[src/rtl/steer_pkg.sv]
// ============================================================================
//  Module   : steer_pkg
//  Purpose  : Shared types and helpers for the steer_pid_gen2 steering block.
//  Revision : 1.0  initial release
// ============================================================================
`default_nettype none

package steer_pkg;

    typedef enum logic [1:0] {
        IDLE   = 2'd0,
        RAMP   = 2'd1,
        CRUISE = 2'd2,
        DECEL  = 2'd3
    } fsm_state_e;

    localparam int PID_W  = 17;
    localparam int CALC_W = 32;

    // Clamp a signed value into the range of a signed field of the given width.
    function automatic logic signed [CALC_W-1:0] sat_signed(
        input logic signed [CALC_W-1:0] val,
        input int                       width
    );
        logic signed [CALC_W-1:0] hi;
        logic signed [CALC_W-1:0] lo;
        hi = (32'sd1 <<< (width - 1)) - 32'sd1;
        lo = -hi - 32'sd1;
        if (val > hi)
            return hi;
        else if (val < lo)
            return lo;
        else
            return val;
    endfunction

endpackage

`default_nettype wire

[src/rtl/steer_fwd_ramp.sv]
// ============================================================================
//  Module   : steer_fwd_ramp
//  Purpose  : Forward-speed FSM: ramps up, cruises, decelerates on line loss.
//  Revision : 1.0  initial release
// ============================================================================
`default_nettype none

module steer_fwd_ramp
    import steer_pkg::*;
#(
    parameter int SPD_W     = 12,
    parameter int STEP      = 4,
    parameter int MAX_FRWRD = 'h300,
    parameter int MOVE_THR  = 'h080
) (
    input  logic             clk,
    input  logic             rst_n,
    input  logic             go,
    input  logic             line_present,
    input  logic             err_vld,
    output logic [SPD_W-1:0] frwrd,
    output logic             moving
);

    localparam logic [SPD_W-1:0] STEP_V = SPD_W'(STEP);
    localparam logic [SPD_W-1:0] MAX_V  = SPD_W'(MAX_FRWRD);
    localparam logic [SPD_W-1:0] THR_V  = SPD_W'(MOVE_THR);

    fsm_state_e       state;
    fsm_state_e       state_nxt;
    logic [SPD_W-1:0] frwrd_nxt;

    always_ff @(posedge clk or negedge rst_n) begin
        if (!rst_n) begin
            state <= IDLE;
            frwrd <= '0;
        end else begin
            state <= state_nxt;
            frwrd <= frwrd_nxt;
        end
    end

    // Line loss is checked before the speed step so it wins over reaching cruise.
    always_comb begin
        state_nxt = state;
        frwrd_nxt = frwrd;
        if (!go) begin
            state_nxt = IDLE;
            frwrd_nxt = '0;
        end else begin
            case (state)
                IDLE: begin
                    frwrd_nxt = '0;
                    if (line_present)
                        state_nxt = RAMP;
                end
                RAMP: begin
                    if (!line_present) begin
                        state_nxt = DECEL;
                    end else if (err_vld) begin
                        if (frwrd >= MAX_V - STEP_V) begin
                            frwrd_nxt = MAX_V;
                            state_nxt = CRUISE;
                        end else begin
                            frwrd_nxt = frwrd + STEP_V;
                        end
                    end
                end
                CRUISE: begin
                    if (!line_present)
                        state_nxt = DECEL;
                end
                DECEL: begin
                    if (line_present)
                        state_nxt = RAMP;
                    else if (frwrd == '0)
                        state_nxt = IDLE;
                    else if (err_vld)
                        frwrd_nxt = (frwrd > STEP_V) ? (frwrd - STEP_V) : '0;
                end
                default: begin
                    state_nxt = IDLE;
                    frwrd_nxt = '0;
                end
            endcase
        end
    end

    assign moving = (frwrd > THR_V);

endmodule

`default_nettype wire

[src/rtl/steer_pid_gen2.sv]
// ============================================================================
//  Module   : steer_pid_gen2
//  Purpose  : PID line-follow steering with ramped forward speed and clamped
//             differential motor outputs.
//  Revision : 1.0  initial release
// ============================================================================
`default_nettype none

module steer_pid_gen2
    import steer_pkg::*;
#(
    parameter int ERR_W     = 16,
    parameter int SAT_W     = 11,
    parameter int DSAT_W    = 8,
    parameter int INTEG_W   = 16,
    parameter int I_SHIFT   = 6,
    parameter int P_COEFF   = 6,
    parameter int D_COEFF   = 56,
    parameter int D_LAG     = 2,
    parameter int PID_SHIFT = 3,
    parameter int SPD_W     = 12,
    parameter int RAMP_STEP = 4,
    parameter int MAX_FRWRD = 'h300,
    parameter int MOVE_THR  = 'h080,
    parameter int FAST_SIM  = 0
) (
    input  logic                    clk,
    input  logic                    rst_n,
    input  logic signed [ERR_W-1:0] error,
    input  logic                    err_vld,
    input  logic                    go,
    input  logic                    line_present,
    output logic        [SPD_W-1:0] lft_speed,
    output logic        [SPD_W-1:0] rght_speed,
    output logic                    moving,
    output logic                    spd_vld
);

    localparam int STEP    = (FAST_SIM != 0) ? RAMP_STEP * 8 : RAMP_STEP;
    localparam int SPD_MAX = (1 << SPD_W) - 1;

    logic signed [SAT_W-1:0]   err_sat;
    logic signed [SAT_W-1:0]   hist [D_LAG];
    logic signed [DSAT_W-1:0]  d_sat;
    logic signed [PID_W-1:0]   p_term;
    logic signed [PID_W-1:0]   d_term;
    logic signed [PID_W-1:0]   i_ext;
    logic signed [PID_W-1:0]   pid;
    logic signed [PID_W-1:0]   steer;
    logic signed [INTEG_W-1:0] integ;
    logic signed [INTEG_W-1:0] err_integ;
    logic signed [INTEG_W-1:0] integ_sum;
    logic                      integ_ovf;
    logic                      integ_clr;
    logic                      line_prev;
    logic        [SPD_W-1:0]   frwrd;

    steer_fwd_ramp #(
        .SPD_W     (SPD_W),
        .STEP      (STEP),
        .MAX_FRWRD (MAX_FRWRD),
        .MOVE_THR  (MOVE_THR)
    ) u_ramp (
        .clk          (clk),
        .rst_n        (rst_n),
        .go           (go),
        .line_present (line_present),
        .err_vld      (err_vld),
        .frwrd        (frwrd),
        .moving       (moving)
    );

    assign err_sat = SAT_W'(sat_signed(CALC_W'(error), SAT_W));
    assign d_sat   = DSAT_W'(sat_signed(CALC_W'(err_sat) - CALC_W'(hist[D_LAG-1]), DSAT_W));

    always_ff @(posedge clk or negedge rst_n) begin
        if (!rst_n) begin
            for (int i = 0; i < D_LAG; i++)
                hist[i] <= '0;
        end else if (err_vld) begin
            hist[0] <= err_sat;
            for (int i = 1; i < D_LAG; i++)
                hist[i] <= hist[i-1];
        end
    end

    always_ff @(posedge clk or negedge rst_n) begin
        if (!rst_n) begin
            p_term <= '0;
            d_term <= '0;
        end else if (!go) begin
            p_term <= '0;
            d_term <= '0;
        end else if (err_vld) begin
            p_term <= PID_W'(CALC_W'(err_sat) * CALC_W'(P_COEFF));
            d_term <= PID_W'(CALC_W'(d_sat) * CALC_W'(D_COEFF));
        end
    end

    // Overflow means both operands share a sign the sum does not: hold instead.
    assign err_integ = INTEG_W'(err_sat);
    assign integ_sum = integ + err_integ;
    assign integ_ovf = (integ[INTEG_W-1] == err_integ[INTEG_W-1]) &&
                       (integ_sum[INTEG_W-1] != integ[INTEG_W-1]);
    assign integ_clr = (line_present && !line_prev) || !go || !moving;

    always_ff @(posedge clk or negedge rst_n) begin
        if (!rst_n) begin
            integ     <= '0;
            line_prev <= 1'b0;
            spd_vld   <= 1'b0;
        end else begin
            line_prev <= line_present;
            spd_vld   <= err_vld;
            if (integ_clr)
                integ <= '0;
            else if (err_vld && !integ_ovf)
                integ <= integ_sum;
        end
    end

    assign i_ext = PID_W'($signed(integ[INTEG_W-1:I_SHIFT]));
    assign pid   = go ? (p_term + i_ext + d_term) : '0;
    assign steer = pid >>> PID_SHIFT;

    function automatic logic [SPD_W-1:0] clamp_spd(input logic signed [CALC_W-1:0] v);
        if (v < 0)
            return '0;
        else if (v > CALC_W'(SPD_MAX))
            return '1;
        else
            return SPD_W'(v);
    endfunction

    assign lft_speed  = moving ? clamp_spd($signed(CALC_W'(frwrd)) + CALC_W'(steer)) : frwrd;
    assign rght_speed = moving ? clamp_spd($signed(CALC_W'(frwrd)) - CALC_W'(steer)) : frwrd;

endmodule

`default_nettype wire

[config.mk]
export PLATFORM = sky130hd
export DESIGN_NAME = steer_pid_gen2
export DESIGN_NICKNAME = d
export VERILOG_FILES = /design/src/rtl/steer_pkg.sv /design/src/rtl/steer_fwd_ramp.sv /design/src/rtl/steer_pid_gen2.sv
export SDC_FILE = /design/constraint.sdc
export NUM_CORES = 1
export LEC_CHECK = 0
export CAP_MARGIN = 10
export CORE_MARGIN = 2
export CORE_UTILIZATION = 41
export DETAILED_ROUTE_END_ITERATION = 12
export RECOVER_POWER = 25
export SYNTH_ARGS = -nofsm -noshare
export SYNTH_HDL_FRONTEND = slang
export SYNTH_SLANG_ARGS = --single-unit
[constraint.sdc]
create_clock -name clk -period 13.6 [get_ports clk]
set_input_delay 2.72 -clock clk [delete_from_list [all_inputs] [get_ports clk]]
set_output_delay 2.72 -clock clk [all_outputs]
set_load 0.01 [all_outputs]
# ---- After elaboration in Yosys (flattened, before gate mapping)
# Cells that the tools add are included.
dict set report classes {
  reduce_logical 14
  mux 35
  n_lt_le_gt_ge 11
  n_eq_ne 17
  shifts 0
  n_addsub 8
  bitwise 0
  n_mul 2
  n_div 0
}
# cell count
set ops {}
lappend ops {{two-way mux 12 bit} 14}
lappend ops {{two-way mux 17 bit} 5}
lappend ops {{one-hot mux 12 bit (3 select lines)} 1}
lappend ops {{adder 17 bit} 2}
lappend ops {{two-way mux 16 bit} 2}
lappend ops {{greater-than comparator 15 x 13 -> 1 bit, second input constant} 2}
lappend ops {{less-than comparator 15 x 1 -> 1 bit, second input constant} 2}
lappend ops {{greater-than comparator 12 x 8 -> 1 bit, second input constant} 2}
lappend ops {{two-way mux 11 bit} 2}
lappend ops {{!= test 3 bit, second input constant} 7}
lappend ops {{adder 16 x 11 -> 16 bit} 1}
lappend ops {{greater-than comparator 16 x 11 -> 1 bit, second input constant} 1}
lappend ops {{less-than comparator 16 x 11 -> 1 bit, second input constant} 1}
lappend ops {{two-way mux 2 bit} 8}
lappend ops {{two-way mux 8 bit} 2}
lappend ops {{adder 13 x 14 -> 15 bit} 1}
lappend ops {{subtractor 13 x 14 -> 15 bit} 1}
lappend ops {{multiplier 11 x 3 -> 14 bit, second input constant} 1}
lappend ops {{adder 12 x 3 -> 12 bit, second input constant} 1}
lappend ops {{greater-or-equal comparator 12 x 10 -> 1 bit, second input constant} 1}
lappend ops {{greater-than comparator 12 x 3 -> 1 bit, second input constant} 1}
lappend ops {{logical NOT 12 bit} 1}
lappend ops {{less-than comparator 12 x 8 -> 1 bit, second input constant} 1}
lappend ops {{multiplier 8 x 4 -> 12 bit, second input constant} 1}
lappend ops {{18 further kinds} 26}
dict set report word_totals {
  mem_bits_rw 0
  wordCells 96
  romBits 0
  input_bits 21
  latchBits 0
  mem_count 0
  register_bits 88
}

# ---- Depth between registers and ports, before layout
# Gate-level depths: netlist (run 1).
dict set report logic_depth {
  word_depth 10
  depth_mapped 29
  depth_no_buf 28
}

# ---- Hierarchy
# From an unflattened synthesis (run 1), not the netlist that was laid out.
dict set report unflattened {
  cells_unflattened 1100
  hier_area_um2 9008.6
}
# module area_per_inst_um2 n_inst cells_per_inst
set modules_own_cells {}
lappend modules_own_cells {steer_pid_gen2 7797.5 1 948}
lappend modules_own_cells {steer_fwd_ramp 1211.2 1 152}

# ---- Least setup slack after synthesis (run 1)
# No wires, ideal clock.
dict set report synth_path {
  path_kind {input port to output port}
  startpoint {in go}
  endpoint {out lft_speed[2]}
  path_buffers 3
  path_slack_ns 4.814
  arrival_ns 6.066
  path_stages 15
  cell_sequence {clkbuf_1 > clkbuf_1 > clkbuf_1 > nand2_1 > ha_1 > inv_1 > o21a_1 > o21bai_1 > a21oi_1 > nor2_1 > xnor2_1 > or4_1 > or4_1 > o31a_1 > o21ai_0}
}
dict set report synth_between {
  elab_chain_len 6
  word_cells_on_any_way 7
  cone_classes {add/sub (1); order compare (2); mux (4)}
}
# item line_no
set synth_lines {}
lappend synth_lines {{start: declaration} steer_pid_gen2.sv:31} ;# input logic go,
lappend synth_lines {{two-way mux 17 bit *} steer_pid_gen2.sv:123} ;# assign pid = go ? (p_term + i_ext + d_term) : '0;
lappend synth_lines {{adder 13 x 14 -> 15 bit *} steer_pid_gen2.sv:135} ;# assign lft_speed = moving ? clamp_spd($signed(CALC_W'(frwrd)) + CALC_W'(steer)) : frwrd;
lappend synth_lines {{greater-than comparator 15 x 13 -> 1 bit} steer_pid_gen2.sv:129} ;# else if (v > CALC_W'(SPD_MAX))
lappend synth_lines {{two-way mux 12 bit} steer_pid_gen2.sv:129}
lappend synth_lines {{two-way mux 12 bit *} steer_pid_gen2.sv:127} ;# if (v < 0)
lappend synth_lines {{two-way mux 12 bit *} steer_pid_gen2.sv:135}
lappend synth_lines {{end: declaration} steer_pid_gen2.sv:33} ;# output logic [SPD_W-1:0] lft_speed,
# Mark *: on every way between the ends. The rest lies on a longest branch, timed or not.

# ---- Worst setup path in the final report (run 1)
dict set report layout_path {
  startpoint {in go}
  endpoint {out rght_speed[3]}
}
dict set report layout_between {
  elab_chain_len 6
  word_cells_on_any_way 7
  cone_classes {add/sub (1); order compare (2); mux (4)}
}
# item line_no
set layout_lines {}
lappend layout_lines {{two-way mux 17 bit *} steer_pid_gen2.sv:123}
lappend layout_lines {{subtractor 13 x 14 -> 15 bit *} steer_pid_gen2.sv:136} ;# assign rght_speed = moving ? clamp_spd($signed(CALC_W'(frwrd)) - CALC_W'(steer)) : frwrd;
lappend layout_lines {{greater-than comparator 15 x 13 -> 1 bit} steer_pid_gen2.sv:129}
lappend layout_lines {{two-way mux 12 bit} steer_pid_gen2.sv:129}
lappend layout_lines {{two-way mux 12 bit *} steer_pid_gen2.sv:127}
lappend layout_lines {{two-way mux 12 bit *} steer_pid_gen2.sv:136}
lappend layout_lines {{end: declaration} steer_pid_gen2.sv:34} ;# output logic [SPD_W-1:0] rght_speed,
# Marks and branches as above.

==> results_dict.tcl, run 1 <==
set metrics [dict create \
    grt_setup_unrepaired "false" \
    synth_most_common_cell "ha_1" \
    drt-vias-per-instance 5.30 \
    ctsResizeCount 0 \
    vias 6980 \
    r2r-start "hist[1]" \
    synthTopCellsByCount "ha_1 (110), inv_1 (86), nand2_1 (83)" \
    h-tree-depth 3 \
    ant_nets 0 \
    finalSetupViolations 0 \
    cts_tree "built" \
    fin_nets 1193 \
    crit_start "go" \
    synth-edff-count 0 \
    tns_ns 0 \
    worstHoldStart "hist[18]" \
    coreArea_sq_um 20300 \
    critical_path_arrival_ns 7.32 \
    yosysTopAreaCell "dfrtp_1" \
    port-buffer-count 46 \
    synth_top_area_frac 0.230 \
    pin_count 47 \
    async_flop_share 1.00 \
    powerDensity_nw_per_um2 156 \
    fill_cells 2050 \
    yosysSeqAreaShare 0.230 \
    routed_wl_mm 19.5 \
    reg2reg_depth 22 \
    post_route_cells_drive_above_1_share 0.0488 \
    synthFlopType "dfrtp_1" \
    finalMaxSlewViolations 131 \
    area_delta_synth_final_pct 11.4 \
    drc 0 \
    worst_setup_path_start_kind "input pin" \
    wl_per_cell_um 14.8 \
    cp.required_ns 10.88 \
    dr.pass1.iters 5 \
    rows 52 \
    fmax_ghz 0.0996 \
    status "finished, violations left" \
    netlist_area_sq_um 8490 \
    post_cts_buffers 0 \
    violations "capacitance limit, slew limit" \
    syn_inst 1016 \
    grt_pass1_wl_mm 33.3 \
    clockBufferDepth 2 \
    hp-class "register to register" \
    gp_congestion 0.852 \
    cts_sinks 78 \
    leakage_nw 4.55 \
    min_period_over_period 0.738 \
    synth_area_leaders "dfrtp_1 (23%), ha_1 (16%), fa_1 (5.0%), xnor2_1 (4.8%), o21ai_0 (4.8%)" \
    antenna_found_initial 0 \
    end_kind "output pin" \
    grt_pass1_vias 6842 \
    whs_ns 0.478 \
    tightest_slew_ns 3.73 \
    synth-seq-cells 78 \
    insertion_delay_ns 0.34 \
    maxCapViolCount 2 \
    grt_usage 0.185 \
    synth_fp_nets 1168 \
    synth_area_per_cell_sq_um 8.36 \
    period_needed_ns 10.04 \
    grt-ovfl-total 0 \
    finClkSkew_ns 0.00737 \
    worst_slack_ns 3.56 \
    finalHoldViolCount 0 \
    path_class "input pin to output pin" \
    ctsHoldBuffers 0 \
    cts_buffers 9 \
    dp_hpwl_mm 15.1 \
    finalPower_w 0.00148 \
    clock_tree.root_cell "clkbuf_16" \
    critPathMaxFanout 49 \
    reg2reg_to "d_term[13]" \
    ir_worst_vdd_uv 98.5 \
    place_ws_ns 3.55 \
    synth.distinct_cells 81 \
    endpoint "rght_speed[3]" \
    antennaDiodeCount 0 \
    die_area_sq_um 21900 \
    die_y_um 148 \
    fin_util 0.466 \
    clkTransAtPathRegs_ns 0.06 \
    rrSetupSlack_ns 8.00 \
    start_util 0.418 \
    max_slew_margin -1.49 \
    drt_iter0_drc 297 \
    fp.dieW_um 148 \
    synthesis.yosys.warnings 0 \
    grt_max_degree 67 \
]
metrics by stage:
step | std cells | instance area, sq um
floorplan | 1016 | 8490
global placement | 1300 | 9160
detailed placement | 1300 | 9160
CTS | 1316 | 9480
global route | 1316 | 9460
finish | 1316 | 9460
layout by cell type (no fill, tap or decap), drive strengths merged, types with 6 or more instances in the layout:
master	instances
o31a	9
nand3	13
xor2	15
nand2	83
clkbuf	15
dfrtp	78
or2	6
clkdlybuf4s50	43
and2	13
a21boi	12
o21bai	8
inv	86
o21ai	91
mux2i	22
xnor2	47
nor3	20
fa	21
nor2	79
o21a	27
ha	110
a21oi	72
a21o	17
nor2b	29
a22oi	8
mux2	12
o31ai	11
or3	7
nand2b	9
registers in the layout (all words and copies together), names as in the netlist:
name and flops:
spd_vld 1, d_term 12, line_prev 1, integ 16
u_ramp.state 2, u_ramp.frwrd 10, p_term 14, hist 22
worst min path at each step:
stage / end / depth (start not counted) / slack, ns
after floorplan: hist[10] / 2 / 0.45
after global placement: hist[2] / 2 / 0.46
after detailed placement: hist[2] / 2 / 0.46
after CTS: hist[2] / 2 / 0.48
after global routing: hist[7] / 2 / 0.50
final: hist[7] / 2 / 0.48
power breakdown:
group	total [W]	internal, W	leakage, nW	switching [W]
Combinational	0.000940	0.000410	3.36	0.000530
Sequential	0.000280	0.000261	1.03	0.0000197
Clock	0.000260	0.000165	0.157	0.0000945
worst max-delay path, cell delays in order:
cell	delay [ns]
clkdlybuf4s50_1	0.46
buf_4	0.39
nand2_1	0.15
ha_1	0.39
a21o_1	0.18
a21oi_1	0.22
o21bai_1	0.09
a21oi_1	0.27
a211oi_1	0.14
o21a_1	0.22
o21a_1	0.20
o221a_2	0.24
o21ai_1	0.75
o22a_1	0.27
o21ai_0	0.07
clkdlybuf4s50_1	0.52
area by class of cell:
cell class | instances | area, sq um | area share
tap | 270 | 338 | 0.0357
clock buffer | 12 | 246 | 0.0260
multi-input combinational | 814 | 6050 | 0.639
sequential | 78 | 1950 | 0.206
clock inverter | 4 | 70.1 | 0.00740
timing repair buffer | 52 | 487 | 0.0514
inverter | 86 | 323 | 0.0341
routing by layer:
metal	up-vias	routed length, um	share of wire	GRT usage
met2	113	9070	0.47	0.325
li1	3620	-	-	-
met4	0	422	0.022	0.0524
met3	21	673	0.035	0.0256
met1	3226	9290	0.48	0.238
met5	-	0	0	0
cells by family after synthesis:
family          count (synthesis)  synth area share
fa+ha+maj                     131             0.212
xor+xnor                       62            0.0639
mux                            34            0.0423
buf+inv                       124            0.0579
other cells                     1          0.000442
compound gates                310             0.240
simple gates                  276             0.154
flops                          78             0.230
Note: power is estimated with default switching activity, not from simulation.
==> run 2: changes to the inputs <==
==> constraint.sdc (replaced) <==
create_clock -name clk -period 8.1 [get_ports clk]
set_input_delay 1.62 -clock clk [delete_from_list [all_inputs] [get_ports clk]]
set_output_delay 1.62 -clock clk [all_outputs]
set_load 0.01 [all_outputs]
==> results_dict.tcl, run 2 (synthesized netlist as in run 1, its figures left out) <==
set metrics [dict create \
    top_usage_layer "met2" \
    fmax_ghz 0.132 \
    routed_wl_mm 20.1 \
    antenna_found_initial 0 \
    worst_setup_path_start_kind "register" \
    drt_iter0_drc 309 \
    grt_pass1_wl_mm 33.9 \
    dr.pass1.iters 5 \
    critical_path_arrival_ns 5.97 \
    vias 7100 \
    worst_slack_ns 0.510 \
    max_slew_margin -1.94 \
    grt-ovfl-total 0 \
    h-tree-depth 3 \
    ir_worst_vdd_uv 210 \
    hp-class "register to register" \
    grt_pass1_vias 6975 \
    finalMaxSlewViolations 143 \
    ctsHoldBuffers 0 \
    cts_buffers 9 \
    largest_registers "hist x22, integ x16, p_term x14" \
    die_area_sq_um 21900 \
    clock_tree.root_cell "clkbuf_16" \
    status "finished, violations left" \
    port-buffer-count 46 \
    die_y_um 148 \
    rows 52 \
    tns_ns 0 \
    cp.required_ns 6.48 \
    clockBufferDepth 2 \
    fill_cells 2017 \
    drt-vias-per-instance 5.36 \
    place_ws_ns 0.299 \
    tightest_slew_ns 4.41 \
    area_delta_synth_final_pct 12.3 \
    maxCapViolCount 2 \
    wl_per_cell_um 15.1 \
    use_met1 0.252 \
    use_met2 0.329 \
    finalSetupViolations 0 \
    fin_cells 1325 \
    finalHoldViolCount 0 \
    finClkSkew_ns 0.00979 \
    fin_nets 1203 \
    fin_area_sq_um 9540 \
    pin_count 47 \
    antennaDiodeCount 0 \
    gp_congestion 0.849 \
    min_period_over_period 0.937 \
    grt_usage 0.191 \
    cts_sinks 78 \
    post_route_cells_drive_above_1_share 0.0626 \
    critPathMaxFanout 16 \
    final_cell_mix "ha_1 (110), inv_1 (86), nand2_1 (83)" \
    grt_max_degree 79 \
    insertion_delay_ns 0.35 \
    leakage_nw 4.59 \
    grt_setup_unrepaired "false" \
    dp_cells 1310 \
    violations "capacitance limit, slew limit" \
    drc 0 \
    coreArea_sq_um 20300 \
    ant_nets 0 \
    powerDensity_nw_per_um2 260 \
    start_util 0.418 \
    dpl-instance-area_sq_um 9230 \
    largest_reg_flops 22 \
    cts_tree "built" \
    use_met3 0.0225 \
    largest-register "hist" \
    fp.dieW_um 148 \
    clkTransAtPathRegs_ns 0.06 \
    path_class "register to output pin" \
    dp_hpwl_mm 15.7 \
    period_needed_ns 7.59 \
    end_kind "output pin" \
    final_common_cell "ha_1" \
]
run 2: metal layers:
layer  share of wire  vias to the layer above
met5               0                        -
li1                -                     3639
met2            0.47                      106
met4           0.020                        0
met1            0.48                     3331
met3           0.028                       24
run 2: where the power goes:
part	internal, W	switching [W]
sequential	0.000437	0.0000370
clock	0.000246	0.000164
combinational	0.000694	0.000901
run 2: worst paths after layout:
kind | from | end | slack [ns] | depth (start not counted)
worst max-delay path | p_term[3] | rght_speed[2] | 0.51 | 21
worst min-delay path | hist[14] | hist[3] | 0.48 | 2
worst max register to register | hist[1] | d_term[13] | 2.60 | 22
worst min register to register | hist[14] | hist[3] | 0.48 | 2
max in group asynchronous | rst_n | u_ramp.frwrd[9] | 2.79 | 1
min in group asynchronous | rst_n | hist[21] | 2.83 | 1
run 2: timing repair:
action / in CTS / in global routing
setup buffers: 0 / 0
gates resized for setup: 1 / 3
pin swaps: 0 / 0
endpoints found under the setup margin: 4 / 20
run 2: final cells by class:
| cell class | count | area, sq um | share of cell area |
|---|---|---|---|
| timing repair buffer | 62 | 566 | 0.0593 |
| tap | 270 | 338 | 0.0354 |
| multi-input combinational | 814 | 6060 | 0.635 |
| sequential | 78 | 1950 | 0.205 |
| clock buffer | 10 | 239 | 0.0251 |
| inverter | 86 | 323 | 0.0338 |
| clock inverter | 5 | 60.1 | 0.00630 |
run 2: worst max-delay path, stage by stage (launching register included):
cell and delay [ns]:
dfrtp_1 0.40, fa_1 0.50, ha_1 0.31, a41o_1 0.22, a21oi_1 0.23, o21ai_1 0.13
a2111oi_2 0.45, nor2_1 0.13, a21o_1 0.20, a21oi_1 0.21, xnor2_1 0.15, nand2_1 0.09
ha_1 0.35, inv_1 0.16, a211oi_1 0.09, o21a_1 0.23, o21a_1 0.21, o221a_2 0.27
o21ai_2 0.48, a2bb2oi_1 0.22, o21ai_0 0.10, clkdlybuf4s50_1 0.50
run 2: stage by stage:
step                      total power [W]  hold WS (ns)   util
after detailed placement          0.00206         0.467  0.455
after floorplan                   0.00174         0.449      -
after CTS                         0.00249         0.483  0.470
after global routing              0.00272         0.506  0.470
final                             0.00248         0.479  0.470
after global placement            0.00205         0.457  0.455
==> run 3: changes to the inputs <==
==> constraint.sdc (replaced) <==
create_clock -name clk -period 9.7 [get_ports clk]
set_input_delay 1.94 -clock clk [delete_from_list [all_inputs] [get_ports clk]]
set_output_delay 1.94 -clock clk [all_outputs]
set_load 0.01 [all_outputs]
==> results_dict.tcl, run 3 (synthesized netlist as in run 1, its figures left out) <==
set metrics [dict create \
    drt_iter0_drc 348 \
    vias 7084 \
    violations "capacitance limit, slew limit" \
    finalPower_w 0.00205 \
    finClkSkew_ns 0.00867 \
    cp.required_ns 9.97 \
    grt_usage 0.189 \
    period_needed_ns 8.31 \
    path_class "input pin to register" \
    clkTransAtPathRegs_ns 0.06 \
    finalSetupViolations 0 \
    dp_cells 1302 \
    end_kind "register" \
    clockBufferDepth 2 \
    grt-ovfl-total 0 \
    slowest_stage "a21oi_1" \
    gp_congestion 0.852 \
    critical_path_arrival_ns 8.58 \
    crit_top_cell "a21oi_1" \
    grt_setup_unrepaired "false" \
    cts_buffers 9 \
    status "finished, violations left" \
    tns_ns 0 \
    drt-vias-per-instance 5.38 \
    fin_nets 1195 \
    finalHoldViolCount 0 \
    rows 52 \
    ir_worst_vdd_uv 138 \
    reg2reg_to "d_term[13]" \
    post_cts_buffers 0 \
    fp.dieW_um 148 \
    hold_end "hist[5]" \
    final_common_cell "ha_1" \
    fin_util 0.466 \
    reg2reg_depth 22 \
    tightest_slew_ns 3.83 \
    worstHoldStart "hist[16]" \
    min_period_over_period 0.857 \
    cts_tree "built" \
    grt_pass1_vias 6685 \
    multi_input_area_sq_um 6050 \
    antenna_found_initial 0 \
    die_y_um 148 \
    wl_per_cell_um 15.1 \
    clock_tree.root_cell "clkbuf_16" \
    worst_slack_ns 1.39 \
    final_cell_mix "ha_1 (110), inv_1 (86), nand2_1 (83)" \
    ctsHoldBuffers 0 \
    ctsResizeCount 0 \
    post_route_cells_drive_above_1_share 0.0506 \
    powerDensity_nw_per_um2 217 \
    drc 0 \
    largest-register "hist" \
    area_delta_synth_final_pct 11.3 \
    worst_setup_path_start_kind "input pin" \
    grt_max_degree 70 \
    ant_nets 0 \
    place_ws_ns 1.17 \
    antennaDiodeCount 0 \
    fin_cells 1317 \
    fmax_ghz 0.120 \
    routed_wl_mm 19.9 \
    max_slew_margin -1.56 \
    min_path_cells 2 \
    coreArea_sq_um 20300 \
    die_area_sq_um 21900 \
    seq_area_sq_um 1950 \
    start_util 0.418 \
    leakage_nw 4.54 \
    pin_count 47 \
    critPathMaxFanout 16 \
    grt_pass1_wl_mm 33.5 \
    cts_sinks 78 \
    largest_reg_flops 22 \
    insertion_delay_ns 0.35 \
    port-buffer-count 46 \
    slowest_delay_ns 0.61 \
    dr.pass1.iters 4 \
    dp_hpwl_mm 15.4 \
    hp-class "register to register" \
    finalMaxSlewViolations 134 \
    fill_cells 2033 \
    rrSetupSlack_ns 4.12 \
    r2r-start "hist[1]" \
    largest_registers "hist x22, integ x16, p_term x14" \
    maxCapViolCount 2 \
    h-tree-depth 3 \
]
## run 3: cell types whose count changed in the layout (fill, tap and decap cells not counted), sizes merged
| cell | previous run | this run |
|---|---|---|
| clkinv | 3 | 2 |
| clkbuf | 12 | 14 |
| buf | 16 | 7 |
## run 3: per-stage QoR
step / area (sq um) / hold WS (ns)
finish: 9450 / 0.477
detailed placement: 9170 / 0.468
floorplan: 8490 / 0.449
CTS: 9460 / 0.480
global route: 9450 / 0.503
global placement: 9170 / 0.459
## run 3: layout make-up
cell class | instances | area share
multi-input cells | 814 | 0.640
clock buffers | 11 | 0.0257
clock inverters | 4 | 0.00503
repair buffers | 54 | 0.0531
inverters | 86 | 0.0341
well taps | 270 | 0.0357
flip-flops and latches | 78 | 0.206
## run 3: how the worst max path moves through the flow
stage,start,endpoint,slack (ns),cells past startpoint
floorplan,error[15],d_term[13],2.39,28
finish,error[15],d_term[13],1.39,25
CTS,integ[9],rght_speed[3],1.27,20
global placement,error[15],d_term[15],1.27,23
detailed placement,error[15],d_term[13],1.17,25
global route,integ[9],rght_speed[4],0.78,21
## run 3: report_power, final
| part | leakage, nW | switching [W] | internal (W) | total (W) |
|---|---|---|---|---|
| logic | 3.37 | 0.000738 | 0.000578 | 0.00132 |
| registers | 1.03 | 0.0000296 | 0.000365 | 0.000395 |
| clock network | 0.141 | 0.000134 | 0.000204 | 0.000338 |
| total | 4.54 | 0.000902 | 0.00115 | 0.00205 |
## run 3: routing by layer
| layer | track usage | vias up | wire length (um) |
|---|---|---|---|
| met5 | 0 | - | 0 |
| met4 | 0.0567 | 0 | 375 |
| met3 | 0.0204 | 21 | 645 |
| met2 | 0.323 | 120 | 9310 |
| met1 | 0.253 | 3314 | 9610 |
| li1 | - | 3629 | - |
## run 3: worst max-delay path: cells and delay by family
kind,cells,cell delay (ns)
multiplexers,1,0.09
AND/OR/NAND/NOR,4,0.58
buffers and inverters,2,0.60
AO/OA/AOI/OAI,12,3.63
adder cells (fa/ha/maj),3,1.23
XOR/XNOR,3,0.49
==> variant 1, RTL diff (config.mk and constraints of run 2) <==
Reset style: synchronous (`rst_n`), changed in 4 clocked blocks.
--- a/src/rtl/steer_fwd_ramp.sv
+++ b/src/rtl/steer_fwd_ramp.sv
@@ -32,3 +32,3 @@
 
-    always_ff @(posedge clk or negedge rst_n) begin
+    always_ff @(posedge clk) begin
         if (!rst_n) begin
--- a/src/rtl/steer_pid_gen2.sv
+++ b/src/rtl/steer_pid_gen2.sv
@@ -75,3 +75,3 @@
 
-    always_ff @(posedge clk or negedge rst_n) begin
+    always_ff @(posedge clk) begin
         if (!rst_n) begin
@@ -86,3 +86,3 @@
 
-    always_ff @(posedge clk or negedge rst_n) begin
+    always_ff @(posedge clk) begin
         if (!rst_n) begin
@@ -106,3 +106,3 @@
 
-    always_ff @(posedge clk or negedge rst_n) begin
+    always_ff @(posedge clk) begin
         if (!rst_n) begin
Behaviour: differs if rst_n is asserted again (counterexample within 4 cycles, from zero or initial values and one cycle with rst_n low); with rst_n held inactive, the same outputs for 10 cycles.
==> variant 1 against run 2 <==
Routed wire length is 6.4% higher; setup slack worse by 110 ps; final cell count is 0.68% higher; area after synthesis is 1.9% lower; die area is 1.8% lower; power is 23% lower; highest routed layer unchanged; clock skew is 1.4 ps higher; worst hold slack worse by 4.7 ps; the run still ends with max-capacitance violations, max-slew violations left; final area is 1.3% lower; sequential cell count stayed put; synthesized cell count is 0.49% higher.
==> variant 1: results (changes against run 2) <==
Synth area leaders=ha_1 16%, dfxtp_1 13%, edfxtp_1 7.9%, a21oi_1 5.4%, fa_1 5.0%; critical path's slowest cell=clkdlybuf4s50_1; post-synthesis compound-gate area fraction=0.257 (+0.0166); wire length per cell=16.0 um (+5.7%); Post-DP Area=0.00911 sq mm (-1.3%); M1 GR Usage=0.278 (+0.0257); met3 WL=629 um (+12%); reg-to-reg endpoint=d_term[12]$_SDFFE_PN0P_; critical-path maximum fanout=17 (+1); FILL cells=1970 (-2.3%); synth cell count leaders=109 x ha_1, 90 x a21oi_1, 73 x inv_1, 73 x nor2_1, 67 x o21ai_0; ys flop type=dfxtp_1; 1st-iter DRT viols=446 (+44%); mux contribution to synthesized area=0.0156 (-0.0267); Synth Area in Adders=0.214 (+0.00250); Worst Setup SP=go; hold_sp=integ[5]$_SDFFE_PP0P_; MaxCap Viol Count=1 (-1); WL met1=10600 um (+10%); xor/xnor share of the synthesized area=0.0599 (-0.00404); register area share after synthesis=0.214 (-0.0161); peak supply drop=0.000107 V (-49%); Reg2Reg Depth=24 (+9.1%); GPL Wtd Cong=0.883 (+4.0%); post-detail-place hpwl=16600 um (+5.7%); Clk pwr share=0.218 (+0.053); status=finished, violations left; Hold Crit Class=flop to flop; ratio of cells with drive above 1 in the final layout=0.0620 (-0.000529); first-pass GRT wire length=35100 um (+3.5%); source of the worst register-to-register timing path=hist[0][11]$_SDFFCE_PN0P_; Static Leak=4.16 nW (-9.4%); CP peak stage delay=600 ps (+100 ps); detailed-route via count=7424 (+4.6%); Final Max Tran Viols=36 (-75%); Setup crit end=lft_speed[1]; cell count after synthesis=1021 (+0.49%); ant diodes=0 (unchanged); failing checks=max-capacitance violations, max-slew violations; relative slew slack=-0.106 (+1.84); number of flops mapped to enable cells by yosys=22 (+22); GR Util met3=0.0234 (+0.000907); reg2reg setup slack=2560 ps (-40 ps); drt pass-1 iters=4 (-1); met2 Use GR=0.331 (+0.00253); root buffer cell=clkbuf_16; Nets=1210 (+0.58%); crit path DAT=6080 ps (+110 ps); Port Buf Inserts=46 (unchanged); vias in the first global route=6973 (-0.029%); hold path endpoint=integ[5]$_SDFFE_PP0P_; Post-synth ARST share=0 (-1.00); cts repair resizes=0 (-1); GRT Overall Usage=0.201 (+0.0101); metal2 WL=9790 um (+3.3%); switching fraction of total power=0.409 (-0.0360); clock skew=11.2 ps (+1.41 ps); largest net degree at the start of global routing=45 (-43%); P_seq=0.452 mW (-4.6%); Distinct cells, synth=79 (-2.5%)
-- variant 1: final cells by class --
cell class | count | share of cell area
clock inverter | 6 | 0.00744
sequential | 78 | 0.189
timing repair buffer | 64 | 0.0619
inverter | 75 | 0.0299
tap | 270 | 0.0359
clock buffer | 10 | 0.0243
multi-input combinational | 831 | 0.651
-- variant 1: per-stage QoR --
step	hold WS (ps)	setup slack, ps	util	total power [mW]	cells
final	475	400	0.468	1.90	1334
after global routing	500	29.9	0.468	2.07	1334
after CTS	473	328	0.468	1.92	1334
after detailed placement	463	182	0.453	1.50	1318
after global placement	461	406	0.453	1.49	1318
after floorplan	448	736	-	1.28	1021
-- variant 1: logic make-up after synthesis --
| logic type | count (synthesis) |
|---|---|
| flops | 78 |
| xor+xnor | 57 |
| compound gates | 325 |
| simple gates | 305 |
| fa+ha+maj | 130 |
| mux | 13 |
| other cells | 1 |
| buf+inv | 112 |
==> variant 2, RTL diff (flow settings as in run 2) <==
Without the edit above. `FAST_SIM`: 0 -> 1.
--- a/src/rtl/steer_pid_gen2.sv
+++ b/src/rtl/steer_pid_gen2.sv
@@ -24,3 +24,3 @@
     parameter int MOVE_THR  = 'h080,
-    parameter int FAST_SIM  = 0
+    parameter int FAST_SIM  = 1
 ) (
Check against the original RTL: not equivalent (Yosys sat finds a counterexample within 4 cycles, from zero or initial values and one cycle with rst_n low).
==> variant 2 against run 2 <==
The run still ends with max-capacitance violations, max-slew violations left; clock power increased by 2%; routed wire length increased by 2.1%; count of clock-buffer cells in the layout decreased by 1; clock skew increased by 4.7 ps; setup slack got worse by 200 ps; power increased by 1.8%; area after synthesis decreased by 3.1%; register-to-register slack improved by 210 ps; final area decreased by 2.7%; critical path depth unchanged; highest routed layer unchanged; sequential cell count decreased by 3; final cell count decreased by 2.7%.
==> variant 2: results (changes against run 2) <==
status=finished, violations left; failing checks=max-capacitance violations, max-slew violations; P_comb=1.64 mW (+3%); Post-DP Area=0.00897 sq mm (-2.8%); Final Max Tran Viols=135 (-5.6%); hold path endpoint=hist[6]$_DFFE_PN0P_; 1st-iter DRT viols=330 (+6.8%); reg2reg setup slack=2810 ps (+210 ps); mux contribution to synthesized area=0.0341 (-0.00821); relative slew slack=-1.52 (+0.424); critical-path maximum fanout=7 (-9); Area growth syn-to-layout=12.8%; P_sw=1.15 mW (+4.0%); clock skew=14.5 ps (+4.73 ps); reg-to-reg endpoint=d_term[15]$_DFFE_PN0N_; GPL Wtd Cong=0.860 (+1.3%); Synth Area in Adders=0.206 (-0.00531); register area share after synthesis=0.228 (-0.00168); ratio of cells with drive above 1 in the final layout=0.0576 (-0.00494); Distinct cells, synth=73 (-9.9%); GRT Overall Usage=0.197 (+0.00613); Post-Place Worst Slack=463 ps (+164 ps); wire length per cell=15.9 um (+4.9%); Reg2Reg Depth=23 (+4.5%); M1 GR Usage=0.268 (+0.0157); synthesized net count=1131 (-3.2%); GR Util met3=0.0266 (+0.00411); met3 WL=604 um (+7.7%); MaxCap Viol Count=2 (unchanged); Setup crit end=rght_speed[1]; Int Pwr=1.38 mW (about the same); post-synthesis compound-gate area fraction=0.251 (+0.0111); largest net degree at the start of global routing=69 (-13%); peak supply drop=0.000324 V (+54%)
[variant 2: layout make-up]
cell class	count	share of cell area
well taps	265	0.0357
inverters	76	0.0307
multi-input cells	795	0.638
clock buffers	9	0.0243
flip-flops and latches	75	0.202
repair buffers	62	0.0604
clock inverters	7	0.00850
[variant 2: metrics by stage]
step           cells  hold slack [ps]
6_report        1289              484
5_1_grt         1289              517
4_1_cts         1289              487
3_5_place_dp    1273              471
3_3_place_gp    1273              464
2_1_floorplan    987              449
[variant 2: worst register-to-register path: stages (launching register included)]
cell      delay [ps]
dfrtp_1          370
inv_1             90
ha_1             270
o21ai_0          290
a21oi_1          160
o311ai_0         410
nand2_1          340
a31oi_1          240
buf_4            200
o21ai_0          110
ha_1             280
inv_1             50
fa_1             500
inv_1             40
ha_1             370
a21o_1           220
a21oi_1          140
nor2b_1           60
o21ai_0          150
nand2b_1          70
a21o_1           190
a211o_1          280
a311o_1          320
nand3_1           70
